**src/rtl/fp_composer_if.sv**
```systemverilog
// Handshake bundle between the multiply datapath, the composer and the result consumer.
// master: the side that presents operands and accepts results; slave: the composer itself.
interface fp_composer_if #(
  parameter int MANT_W = 48,
  parameter int EXP_W  = 10
);
  logic              in_valid;
  logic              in_ready;
  logic              in_sign;
  logic [EXP_W-1:0]  in_exponent;
  logic [MANT_W-1:0] in_mantissa;
  logic              in_special;
  logic [31:0]       in_special_value;
  logic              out_valid;
  logic              out_ready;
  logic [31:0]       out_result;
  logic              out_overflow;
  logic              out_underflow;

  modport master (
    output in_valid, in_sign, in_exponent, in_mantissa, in_special, in_special_value,
    output out_ready,
    input  in_ready, out_valid, out_result, out_overflow, out_underflow
  );

  modport slave (
    input  in_valid, in_sign, in_exponent, in_mantissa, in_special, in_special_value,
    input  out_ready,
    output in_ready, out_valid, out_result, out_overflow, out_underflow
  );
endinterface

```
**src/rtl/fp_composer.sv**
```systemverilog
// Back end of the FP multiply path: normalizes a raw sign/exponent/product
// mantissa one bit per cycle, rounds to nearest-even, saturates or flushes
// out-of-range results and packs an IEEE-754 single.
//
// state   | meaning
// --------+-----------------------------------------------------------
// S_IDLE  | waiting for an operation (in_ready high once out of reset)
// S_NORM  | shifting the mantissa until its leading one sits at bit 46
// S_ROUND | round-to-nearest-even, range check, pack
// S_OUT   | result presented, held until the consumer takes it
module fp_composer #(
  parameter int MANT_W = 48,
  parameter int EXP_W  = 10
) (
  input  logic clk,
  input  logic rst_n,
  fp_composer_if.slave bus
);

  // Exponent carried one bit wider than the input so shifts never wrap.
  localparam int IEXP_W = EXP_W + 1;
  localparam logic signed [IEXP_W-1:0] EXP_ONE = IEXP_W'(1);
  localparam logic signed [IEXP_W-1:0] EXP_MAX = IEXP_W'(255);
  localparam logic signed [IEXP_W-1:0] EXP_MIN = IEXP_W'(0);

  typedef enum logic [1:0] {S_IDLE, S_NORM, S_ROUND, S_OUT} state_t;

  state_t                    state_q, state_d;
  logic                      rdy_q, rdy_d;
  logic                      sign_q, sign_d;
  logic signed [IEXP_W-1:0]  exp_q, exp_d;
  logic [MANT_W-1:0]         mant_q, mant_d;
  logic                      sticky_q, sticky_d;
  logic [31:0]               result_q, result_d;
  logic                      ovf_q, ovf_d;
  logic                      unf_q, unf_d;

  logic                      accept;
  logic signed [IEXP_W-1:0]  exp_in;
  logic [23:0]               keep;
  logic                      guard, st, up;
  logic [24:0]               sum;
  logic [22:0]               frac;
  logic signed [IEXP_W-1:0]  exp_rnd;

  assign accept = bus.in_valid & rdy_q & (state_q == S_IDLE);
  assign exp_in = $signed({bus.in_exponent[EXP_W-1], bus.in_exponent});

  assign bus.in_ready      = rdy_q;
  assign bus.out_valid     = (state_q == S_OUT);
  assign bus.out_result    = result_q;
  assign bus.out_overflow  = ovf_q;
  assign bus.out_underflow = unf_q;

  // State register.
  always_ff @(posedge clk or negedge rst_n) begin
    if (!rst_n) state_q <= S_IDLE;
    else        state_q <= state_d;
  end

  // Next state and next datapath values, including the rounding arithmetic.
  always_comb begin
    state_d  = state_q;
    rdy_d    = rdy_q;
    sign_d   = sign_q;
    exp_d    = exp_q;
    mant_d   = mant_q;
    sticky_d = sticky_q;
    result_d = result_q;
    ovf_d    = ovf_q;
    unf_d    = unf_q;

    keep    = mant_q[MANT_W-2 -: 24];
    guard   = mant_q[MANT_W-26];
    st      = (|mant_q[MANT_W-27:0]) | sticky_q;
    up      = guard & (st | keep[0]);
    sum     = {1'b0, keep} + {24'b0, up};
    frac    = sum[22:0];
    exp_rnd = exp_q;
    if (sum[24]) begin
      frac    = sum[23:1];
      exp_rnd = exp_q + EXP_ONE;
    end

    case (state_q)
      S_IDLE: begin
        rdy_d = 1'b1;
        if (accept) begin
          rdy_d = 1'b0;
          ovf_d = 1'b0;
          unf_d = 1'b0;
          if (bus.in_special) begin
            result_d = bus.in_special_value;
            state_d  = S_OUT;
          end else if (bus.in_mantissa == '0) begin
            result_d = {bus.in_sign, 31'b0};
            state_d  = S_OUT;
          end else begin
            sign_d   = bus.in_sign;
            exp_d    = exp_in;
            mant_d   = bus.in_mantissa;
            sticky_d = 1'b0;
            state_d  = S_NORM;
          end
        end
      end
      S_NORM: begin
        if (mant_q[MANT_W-1]) begin
          mant_d   = mant_q >> 1;
          sticky_d = sticky_q | mant_q[0];
          exp_d    = exp_q + EXP_ONE;
          state_d  = S_ROUND;
        end else if (!mant_q[MANT_W-2]) begin
          mant_d = mant_q << 1;
          exp_d  = exp_q - EXP_ONE;
        end else begin
          state_d = S_ROUND;
        end
      end
      S_ROUND: begin
        if (exp_rnd >= EXP_MAX) begin
          result_d = {sign_q, 8'hFF, 23'b0};
          ovf_d    = 1'b1;
        end else if (exp_rnd <= EXP_MIN) begin
          result_d = {sign_q, 31'b0};
          unf_d    = 1'b1;
        end else begin
          result_d = {sign_q, exp_rnd[7:0], frac};
        end
        state_d = S_OUT;
      end
      S_OUT: begin
        if (bus.out_ready) begin
          ovf_d   = 1'b0;
          unf_d   = 1'b0;
          rdy_d   = 1'b1;
          state_d = S_IDLE;
        end
      end
      default: state_d = S_IDLE;
    endcase
  end

  // Datapath and handshake registers; reset discards any in-flight operation.
  always_ff @(posedge clk or negedge rst_n) begin
    if (!rst_n) begin
      rdy_q    <= 1'b0;
      sign_q   <= 1'b0;
      exp_q    <= '0;
      mant_q   <= '0;
      sticky_q <= 1'b0;
      result_q <= '0;
      ovf_q    <= 1'b0;
      unf_q    <= 1'b0;
    end else begin
      rdy_q    <= rdy_d;
      sign_q   <= sign_d;
      exp_q    <= exp_d;
      mant_q   <= mant_d;
      sticky_q <= sticky_d;
      result_q <= result_d;
      ovf_q    <= ovf_d;
      unf_q    <= unf_d;
    end
  end

endmodule

```
**src/flat_wrapper.sv**
```systemverilog
// flat-port wrapper written by rule: the top's interface ports become plain ports
module fp_composer_flat 
#(
  parameter int MANT_W = 48,
  parameter int EXP_W  = 10
)
  (clk, rst_n, bus_in_valid, bus_in_sign, bus_in_exponent, bus_in_mantissa, bus_in_special, bus_in_special_value, bus_out_ready, bus_in_ready, bus_out_valid, bus_out_result, bus_out_overflow, bus_out_underflow);
  fp_composer_if #(.MANT_W(MANT_W), .EXP_W(EXP_W)) bus_i ();
  input  logic clk;
  input  logic rst_n;
  input wire logic [$bits(bus_i.in_valid)-1:0] bus_in_valid;
  input wire logic [$bits(bus_i.in_sign)-1:0] bus_in_sign;
  input wire logic [$bits(bus_i.in_exponent)-1:0] bus_in_exponent;
  input wire logic [$bits(bus_i.in_mantissa)-1:0] bus_in_mantissa;
  input wire logic [$bits(bus_i.in_special)-1:0] bus_in_special;
  input wire logic [$bits(bus_i.in_special_value)-1:0] bus_in_special_value;
  input wire logic [$bits(bus_i.out_ready)-1:0] bus_out_ready;
  output wire logic [$bits(bus_i.in_ready)-1:0] bus_in_ready;
  output wire logic [$bits(bus_i.out_valid)-1:0] bus_out_valid;
  output wire logic [$bits(bus_i.out_result)-1:0] bus_out_result;
  output wire logic [$bits(bus_i.out_overflow)-1:0] bus_out_overflow;
  output wire logic [$bits(bus_i.out_underflow)-1:0] bus_out_underflow;
  assign bus_i.in_valid = bus_in_valid;
  assign bus_i.in_sign = bus_in_sign;
  assign bus_i.in_exponent = bus_in_exponent;
  assign bus_i.in_mantissa = bus_in_mantissa;
  assign bus_i.in_special = bus_in_special;
  assign bus_i.in_special_value = bus_in_special_value;
  assign bus_i.out_ready = bus_out_ready;
  assign bus_in_ready = bus_i.in_ready;
  assign bus_out_valid = bus_i.out_valid;
  assign bus_out_result = bus_i.out_result;
  assign bus_out_overflow = bus_i.out_overflow;
  assign bus_out_underflow = bus_i.out_underflow;
  fp_composer #(.MANT_W(MANT_W), .EXP_W(EXP_W)) u_core (.clk(clk), .rst_n(rst_n), .bus(bus_i));
endmodule
```
**config.mk**
```make
export PLATFORM = sky130hd
export DESIGN_NAME = fp_composer_flat
export DESIGN_NICKNAME = d
export VERILOG_FILES = /design/src/rtl/fp_composer_if.sv /design/src/rtl/fp_composer.sv /design/src/flat_wrapper.sv
export SDC_FILE = /design/constraint.sdc
export NUM_CORES = 1
export LEC_CHECK = 0
export ABC_AREA = 1
export BUFFER_PORTS_ARGS = -buffer_cell sky130_fd_sc_hd__buf_2
export CELL_PAD_IN_SITES_DETAIL_PLACEMENT = 0
export CELL_PAD_IN_SITES_GLOBAL_PLACEMENT = 1
export CORE_MARGIN = 4
export CORE_UTILIZATION = 35
export CTS_CLUSTER_DIAMETER = 60
export DETAILED_ROUTE_END_ITERATION = 6
export PLACE_DENSITY_LB_ADDON = 0.1
export SLEW_MARGIN = 10
export SYNTH_ARGS = -nofsm -noshare
export SYNTH_HDL_FRONTEND = slang
export SYNTH_SLANG_ARGS = --single-unit
```
**constraint.sdc**
```tcl
create_clock -name clk -period 5.8 [get_ports clk]
set_clock_uncertainty 0.2 [all_clocks]
set_input_delay 1.74 -clock clk [delete_from_list [all_inputs] [get_ports clk]]
set_output_delay 1.74 -clock clk [all_outputs]
set_load 0.01 [all_outputs]
```
==> parameters.txt <==
Parameter                              Value

CTS
  Clock sink count ... 98
  TritonCTS clock tree ... yes
  Reg clk slew, reported paths ... 0.07 ns
  Source-to-sink clock delay at the later pin of the worst-skew pair ... 0.36 ns
  Hold-fix buffers, CTS ... 0
  Gates resized, CTS repair ... 0
  Number of buffers on the longest clock path ... 2
  H-tree levels ... 3
  Cell at the root of the clock tree ... clkbuf_16
  Post-CTS Setup Inserts ... 0
  Number of buffers created by CTS ... 9

Power and ir drop
  Part of the total power dissipated in the clock network ... 13.4%
  Final total power ... 4.46 mW
  Net Sw Power ... 2.24 mW
  Leakage power of the design ... 3.90 nW
  Power density relative to cell area ... 555 mW/mm^2
  VDD IR-drop max ... 0.209 mV
  Sequential fraction of design power ... 31.5%
  Int Power ... 2.22 mW
  Part of the power in combinational logic ... 55.1%
  Switching portion of total power ... 50.2%

Routing
  Detailed-route via count ... 6761
  Iteration-0 DRC Markers ... 311
  Number of detailed-route iterations in the first pass ... 5
  Number of DRC violations after detailed routing ... 0
  Post-route ant nets ... 0
  Total routed wirelength ... 21600 um
  Average wire per standard cell ... 15.9 um
  Mean number of vias per cell ... 4.95

Worst hold path
  Hold Path Class ... reg -> reg
  Start point of the worst min-delay path ... u_core.mant_q[7]$_DFFE_PN0P_
  Cell depth of the worst hold path ... 2
  Hold Path Sink ... u_core.mant_q[7]$_DFFE_PN0P_

STA
  Worst setup margin ... 1.71 ns
  Worst slack on hold paths ... 0.291 ns
  Shortest clock period the worst path allows after layout ... 4.09 ns
  Post-route clock period utilization ... 70.5%
  Highest Clock Rate ... 0.244 GHz
  Relative slew slack ... 38.0%
  Endpoints failing hold ... 0
  Setup repair after global routing missed its margin ... false
  Total negative slack for setup checks ... 0 ns
  Setup violation total in the final timing report ... 0
  Slew Limit Fails ... 0
  Slew at the pin with the worst max-slew slack ... 0.931 ns

Setup path
  Worst EP required ... 5.83 ns
  Data arrival time of the critical path ... 4.12 ns
  Cell family with the largest share of critical-path delay ... compound AO/OA/AOI/OAI gates
  Endpoint of the lowest-slack register-to-register path ... u_core.mant_q[41]$_DFFE_PN0P_
  Crit path kind ... in -> reg
  Highest net fanout along the worst path ... 39
  Critical register-to-register path startpoint ... u_core.state_q[1]$_DFFE_PN0P_
  CP cell instances ... buf_2 -> nand2_1 -> nand2_1 -> inv_1 -> a211oi_1 -> nand2_1 -> a21oi_1 -> inv_2 -> buf_4 -> nand2_1 -> o21ai_0
  CP bufs+invs ... 4
  Highest cell delay on the worst timing path ... 0.62 ns
  Cell repeated most along the worst path ... nand2_1
  Depth of the worst register-to-register path ... 10
  Critical Path Slowest Stage Cell ... a21oi_1
  CP Launch Type ... primary input
  Element type at the critical path end ... flop
  Worst reg2reg setup slack ... 2.34 ns

Place
  RD Place Congestion ... 0.842
  Buffers on Ports ... 131
  Placed cell count ... 1349
  HPWL Detailed ... 16400 um
  Setup slack after placement ... 1.31 ns

Yosys
  Net count after synthesis ... 1094
  Biggest area contributors in the synthesized netlist ... dfrtp_1 (36%), nand2_1 (12%), nor2_1 (6.5%)
  Post-synthesis instance total ... 990
  Cell type with the highest aggregate area in the netlist ... dfrtp_1
  Per-instance average area after synthesis ... 6.97 um^2
  Post-synth EDFFs ... 0
  Seq cells post-synth ... 98
  Fraction of synthesized cell area taken by the top area cell type ... 35.5%
  Combined area of all synthesized cells ... 0.00690 mm^2
  Register area share after synthesis ... 35.5%
  Warning count from the yosys run ... 0
  Primary FF master, synth ... dfrtp_1
  Post-synth ARST share ... 100%
  Post-synthesis cell type count ... 47

Final layout
  Net count of the finished layout ... 1199
  Layout-stage area growth over the synthesis result ... 16.5%
  Number of antenna diodes ... 0
  Final cell count without fillers ... 1365
  Fraction of final layout cells with drive strength greater than 1 ... 20.2%

Floorplan
  Die Footprint ... 0.0220 mm^2
  Die span in y ... 148 um
  I/O Pins ... 132
  Number of core rows ... 51
  Core area ... 0.0195 mm^2
  Initial standard-cell utilization of the core ... 35.5%
  Die extent in x ... 148 um

Global routing
  Number of global-route vias before repair ... 6335
  Overflow left after global routing ... 0
  Pin count of the biggest net entering global routing ... 69
  Wire length of the first global-routing pass ... 34900 um
  Overall track demand over capacity in global routing ... 19.8%
  Initial antenna violation count ... 0

Flow run
  Count of max-cap constraint violations ... 0

Status
  Result of the run ... finished, final reports clean
## logic make-up after synthesis
| group | count (synthesis) | synth area share, % |
|---|---|---|
| AOI/OAI and AO/OA | 220 | 19.0 |
| and+or+nand+nor | 479 | 32.0 |
| buffers and inverters | 170 | 10.1 |
| xor gates and xnor gates | 15 | 1.90 |
| adders and majority gates | 8 | 1.45 |
| DFF | 98 | 35.5 |
## flip-flops by register name, summed over array words and instances (netlist names)
register / count
u_core.sign_q: 1
u_core.bus.in_ready: 1
u_core.bus.out_result: 32
u_core.mant_q: 48
u_core.sticky_q: 1
u_core.exp_q: 11
u_core.bus.out_underflow: 1
u_core.state_q: 2
u_core.bus.out_overflow: 1
## synth_stat cells, drive strengths merged, types with 12 or more instances
library cell,number
inv,122
nand3,79
a221oi,26
buf,13
nand2,225
o21ai,84
a21oi,74
nor2,132
clkbuf,33
dfrtp,98
xor2,12
nand4,12
o22ai,21
nor3,14
## worst min-delay path: cells and delay by family (launching register included)
family,cells,cell delay (ns)
compound gates,1,0.06
simple gates,1,0.05
flops,1,0.35
## power groups by stage
stage | Sequential [mW] | Combinational (mW) | Clock [mW]
after floorplan | 1.35 | 1.83 | 0
final | 1.41 | 2.46 | 0.599
after global placement | 1.42 | 2.46 | 0
after CTS | 1.41 | 2.49 | 0.623
after detailed placement | 1.42 | 2.47 | 0
after global routing | 1.46 | 2.83 | 0.648
## area by class of cell
cell class | count | area [um^2]
Fill cell | 2099 | 11400
Multi-Input combinational cell | 722 | 3750
Sequential cell | 98 | 2450
Timing Repair Buffer | 140 | 738
Inverter | 124 | 473
Tap cell | 265 | 332
Clock buffer | 10 | 239
Clock inverter | 6 | 53.8
## cell usage in the layout, fill, tap and decap left out, types with 6 or more instances in the layout
master and n:
nand2_1 213, buf_2 130, nor2_1 118, inv_1 115, dfrtp_1 98, nand3_1 67
o21ai_0 65, a21oi_1 64, a221oi_1 26, o22ai_1 21, o21ai_1 17, nor3_1 13
xor2_1 12, nand4_1 12, nand3_2 11, a21oi_2 10, clkbuf_16 9, buf_4 9
nand2_2 8, or2_2 8, ha_1 8, nor4_1 7, inv_2 6, nor2_2 6
nor2_4 6
## worst max path at each step
stage                             startpoint                       endpoint  slack, ns  depth (start not counted)
after detailed placement        bus_in_valid  u_core.mant_q[41]$_DFFE_PN0P_       1.31                         11
after floorplan           bus_in_mantissa[5]  u_core.mant_q[40]$_DFFE_PN0P_       2.29                         12
final                           bus_in_valid  u_core.mant_q[41]$_DFFE_PN0P_       1.71                         11
after global placement          bus_in_valid    u_core.exp_q[2]$_DFFE_PN0P_       1.39                         11
after CTS                       bus_in_valid  u_core.mant_q[41]$_DFFE_PN0P_       1.68                         11
after global routing            bus_in_valid  u_core.mant_q[40]$_DFFE_PN0P_       1.43                         11
## per-stage QoR
step | cell area, um^2 | util, %
after floorplan | 6900 | -
after global placement | 7750 | 39.8
after detailed placement | 7750 | 39.8
after CTS | 8040 | 41.3
after global routing | 8040 | 41.3
final | 8040 | 41.3
## metal layers
metal	up-vias	global-route usage, %	wire, um
met5	-	0	0
met1	3066	30.3	10900
met4	0	3.88	178
met3	14	2.96	1210
li1	3501	-	-
met2	180	29.7	9330
No activity file was read; power rests on OpenSTA's default activity.
